### src/rtl/fpu_issue.sv
// ----------------------------------------------------------------------------
// fpu_issue
//   Issue stage in front of the FP pipeline (PRE -> EX -> NORMAL). It takes
//   instructions from decode over valid/ready and registers them into the FPU
//   instruction input. It holds back any instruction that would read an FP
//   register before an in-flight producer has written it, and issues NOP
//   bubbles in the meantime.
//
//   Ports
//     clk          clock, rising edge
//     rst          asynchronous, active-high reset
//     in_valid     decode presents an instruction on in_inst
//     in_ready     issue accepts in_inst this cycle
//     in_inst      candidate RISC-V instruction
//     flush        pipeline redirect; the issue register is discarded
//     inst_o       registered instruction to the FPU PRE stage
//     issue_valid  inst_o holds a real FP instruction (not a bubble)
//     hazard       combinational: the current candidate is blocked by RAW
//     stall_cnt    saturating count of hazard-stall cycles
// ----------------------------------------------------------------------------
module fpu_issue #(
  parameter bit          BYPASS_WB = 1'b0,
  parameter logic [31:0] NOP_INST  = 32'h0000_0013
) (
  input  logic        clk,
  input  logic        rst,
  input  logic        in_valid,
  output logic        in_ready,
  input  logic [31:0] in_inst,
  input  logic        flush,
  output logic [31:0] inst_o,
  output logic        issue_valid,
  output logic        hazard,
  output logic [15:0] stall_cnt
);

  localparam logic [6:0] OPC_OP_FP = 7'b1010011;
  localparam logic [6:0] OPC_FSW   = 7'b0100111;

  // Destination of an instruction still in flight in the FPU.
  typedef struct packed {
    logic       wr;
    logic [4:0] rd;
  } track_t;

  track_t s0;  // instruction in PRE (the issue register)
  track_t s1;  // instruction in EX

  logic [6:0] opcode;
  logic [4:0] rs1, rs2, rd;
  logic       is_op_fp, is_fsw, is_fp;
  logic       rs1_busy, rs2_busy;
  logic       accept;

  assign opcode   = in_inst[6:0];
  assign rd       = in_inst[11:7];
  assign rs1      = in_inst[19:15];
  assign rs2      = in_inst[24:20];
  assign is_op_fp = (opcode == OPC_OP_FP);
  assign is_fsw   = (opcode == OPC_FSW);
  assign is_fp    = is_op_fp | is_fsw;

  // A producer in EX has not written yet unless the register file forwards
  // same-cycle write data, in which case only the PRE-stage producer blocks.
  assign rs1_busy = (s0.wr && (s0.rd == rs1)) ||
                    (!BYPASS_WB && s1.wr && (s1.rd == rs1));
  assign rs2_busy = (s0.wr && (s0.rd == rs2)) ||
                    (!BYPASS_WB && s1.wr && (s1.rd == rs2));

  // FSW's rs1 is an integer base register, so only OP-FP checks rs1.
  assign hazard   = in_valid && ((is_op_fp && rs1_busy) || (is_fp && rs2_busy));

  // During a flush the candidate is consumed and dropped, never stalled.
  assign in_ready = flush || !hazard;
  assign accept   = in_valid && in_ready && !flush;

  always_ff @(posedge clk or posedge rst) begin
    if (rst) begin
      inst_o      <= NOP_INST;
      issue_valid <= 1'b0;
      s0          <= '0;
      s1          <= '0;
      stall_cnt   <= '0;
    end else begin
      // NOTE: non-blocking assignments make s1 take the pre-edge s0 even
      // though s0 is reloaded in the same block; blocking would collapse
      // the two-stage tracking into one.
      s1 <= s0;

      if (flush) begin
        inst_o      <= NOP_INST;
        issue_valid <= 1'b0;
        s0          <= '0;
      end else if (accept) begin
        inst_o      <= is_fp ? in_inst : NOP_INST;
        issue_valid <= is_fp;
        s0          <= '{wr: is_op_fp, rd: rd};
      end else begin
        inst_o      <= NOP_INST;
        issue_valid <= 1'b0;
        s0          <= '0;
      end

      if (hazard && !flush && (stall_cnt != 16'hFFFF))
        stall_cnt <= stall_cnt + 16'd1;
    end
  end

endmodule

### config.mk
export PLATFORM = sky130hd
export DESIGN_NAME = fpu_issue
export DESIGN_NICKNAME = d
export VERILOG_FILES = /design/src/rtl/fpu_issue.sv
export SDC_FILE = /design/constraint.sdc
export NUM_CORES = 1
export LEC_CHECK = 0
export ABC_AREA = 1
export ABC_CLOCK_PERIOD_IN_PS = 4400
export CAP_MARGIN = 0
export CORE_UTILIZATION = 50
export DETAILED_ROUTE_END_ITERATION = 8
export HOLD_SLACK_MARGIN = 0.05
export PLACE_DENSITY = 0.95
export SYNTH_ARGS = -nofsm -noshare
export SYNTH_HDL_FRONTEND = slang
export SYNTH_SLANG_ARGS = --single-unit
### constraint.sdc
create_clock -name clk -period 4.4 [get_ports clk]
set_input_delay 0.44 -clock clk [delete_from_list [all_inputs] [get_ports clk]]
set_output_delay 0.44 -clock clk [all_outputs]
set_load 0.1 [all_outputs]
==> impl_metrics.toml <==
[drt]
wl_met3_um = 468
wire_per_inst_um = 12.4
wl_met1_um = 2600
met2WireLength_um = 3330
dr.max_layer_used = "met4"
dr.first_iter.drc_count = 210
viasPerCell = 4.88
vias = 2570
dr.pass1.iters = 4
wl_um = 6520
ant_nets = 0
drc_errors = 0

[layout]
final_area_mm2 = 0.00395
layout.nets = 487
drive_gt1_share_pct = 8.13
multi_input_area_mm2 = 0.00108
instances_no_fill = 527
fin_util_pct = 71.8
seqCellArea_mm2 = 0.00153
fillers = 421
areaGrowthSynthToFinish_pct = 38.5
n_antenna_cell = 0

[worst_setup_path]
start_kind = "input port"
crit_top_cell = "nand2_1"
cpPeakStageDelay_ps = 1130
cp_max_fo = 6
critical_path_required_ps = 3960
cp_slowest_cell = "clkdlybuf4s50_1"
setup.worst_path.end_class = "primary output"
crit_path_cell_trace = "clkdlybuf4s50_1, inv_1, nand2_1, o21ai_1, nor2_1, nand3_1, nand2_1, nand2_2, nand2_4, nand2_1, clkdlybuf4s50_1"
cp.arrival_ps = 2780
worstSetupPathType = "input port to primary output"

[cts]
cts.sinks = 61
htreeDepth = 3
path_clk_slew_ps = 60
cts_tree = "built"
numCtsBuffers = 9
clk-insertion-delay-late_ps = 330
cts_resized = 0
cts.root.buffer_cell = "clkbuf_8"
clockBufferDepth = 2
post-cts-setup-buffers = 0
ctsHoldBuffers = 0

[timing]
max_freq_mhz = 311
finalSetupTns_ps = 0
slew-limit-headroom_pct = 33.0
setup_violations = 0
slew_violations = 0
worst_slew_pin_slew_ps = 1000
period_minus_slack_ps = 3220
hold_viol_final = 0
rsz0062_at_grt = "false"
skew_ps = 7.38
fin_crit_sh_pct = 73.2

[power]
p_seq_share_pct = 51.4
power.internal_mw = 0.841
p_per_area_mw_per_mm2 = 281
irDropWorstVdd_mv = 0.151
power.switching_mw = 0.271
clock_power_share_pct = 39.6
total_leakage_power_nw = 2.07
swShare_pct = 24.4
comb_power_share_pct = 9.0

[placed_design]
numPortBuffers = 86
place_congestion = 0.878
placed_cells = 511
dp_hpwl_um = 4850
dpl_cell_area_mm2 = 0.00378

[synthesis]
synth_area_leaders = "dfrtp_1 51%, nand2_1 16%, nor2_1 7.6%, inv_1 6.7%, dfstp_2 2.8%"
ys_types = 24
ys_dominant_reg_cell = "dfrtp_1"
syn_avg_cell_area_um2 = 8.04
synth.largest_area_cell = "dfrtp_1"
synth_common_cells = "121 x nand2_1, 58 x dfrtp_1, 58 x nor2_1"
ys_seq_area_share_pct = 53.6
syn_inst = 355
yosysMostFrequentCell = "nand2_1"
ys_seq_elements = 61
synthesis.area_mm2 = 0.00286
synth_edf_count = 0
ys.warnings.count = 0
async_reset_ff_share_pct = 100
synthDominantCellAreaShare_pct = 50.8

[global_route]
grt_antenna_before_repair = 0
grt_max_degree = 41
grt_pass1_vias = 2478
grt_use_total_pct = 23.8
grt_remaining_overflow = 0
grt_pass1_wl_um = 11000

[job]
maxCapViolations = 0

[floorplanning]
core-area_mm2 = 0.00551
start_util_pct = 51.9
die_w_um = 77.6
die_h_um = 77.6
io_pins = 87
rows = 27
dieArea_mm2 = 0.00602

[worst_hold_path]
hold_path.class = "flop to flop"

[status]
status = "finished clean"
-- sequential cells by signal (all words and copies together) (netlist names) --
| signal | flops |
|---|---|
| s0 | 6 |
| stall_cnt | 16 |
| s1 | 6 |
| issue_valid | 1 |
| inst_o | 32 |
-- metrics by stage --
step                      hold slack [ps]  setup WS, ps  total power, mW
after CTS                             413          1200             1.12
after detailed placement              399          1240            0.682
after global routing                  450          1090             1.16
after floorplan                       374          1520            0.633
after global placement                392          1260            0.679
final                                 413          1180             1.11
-- routing by layer --
layer | vias up | track usage (%)
met2 | 110 | 40.5
met5 | - | 0
met4 | 0 | 10.4
met1 | 1202 | 27.4
li1 | 1242 | -
met3 | 16 | 7.41
-- power by group through the flow --
stage,Combinational (mW),Sequential [mW],Clock [mW]
after global placement,0.0976,0.581,0
final,0.100,0.571,0.441
after global routing,0.110,0.572,0.479
after CTS,0.101,0.571,0.451
after floorplan,0.0370,0.596,0
after detailed placement,0.100,0.582,0
-- worst max-delay path: cells and delay by family --
kind                   cells  cell delay (ps)
AND/OR/NAND/NOR            7              530
AO/OA/AOI/OAI              1               80
buffers and inverters      3             1740
-- area by class of cell --
| cell class | instances | share of cell area [%] |
|---|---|---|
| Clock buffer | 12 | 3.92 |
| Clock inverter | 4 | 0.570 |
| Inverter | 57 | 5.41 |
| Multi-Input combinational cell | 234 | 27.2 |
| Sequential cell | 61 | 38.7 |
| Tap cell | 72 | 2.28 |
| Timing Repair Buffer | 87 | 21.9 |
-- layout by cell type, fill, tap and decap left out, drive strengths merged --
cell type / n
xnor2: 5
conb: 3
inv: 57
nand2: 126
nand3: 14
clkinv: 3
nor2: 59
ha: 1
o21ai: 1
clkinvlp: 1
buf: 2
a21oi: 1
dfstp: 3
nor3: 7
nand4: 8
clkbuf: 12
dfrtp: 58
clkdlybuf4s50: 85
xor2: 9
-- final timing paths --
check | start | endpoint | slack, ps | cells past startpoint
setup / recovery | in_inst[18] | in_ready | 1180 | 11
hold / removal | s0[5] | s1[5] | 410 | 0
setup reg to reg | s0[3] | stall_cnt[10] | 2660 | 11
hold reg to reg | s0[5] | s1[5] | 410 | 0
max in group asynchronous | rst | inst_o[27] | 3100 | 3
min in group asynchronous | rst | inst_o[11] | 440 | 2
-- logic make-up after synthesis --
kind of cell	after synthesis	share of synthesized area, %
compound gates	2	0.350
xor+xnor	14	4.29
fa+ha+maj	1	0.438
buf+inv	61	8.85
flops	61	53.6
other cells	2	0.263
simple gates	214	32.2
Note: power is estimated with default switching activity, not from simulation.
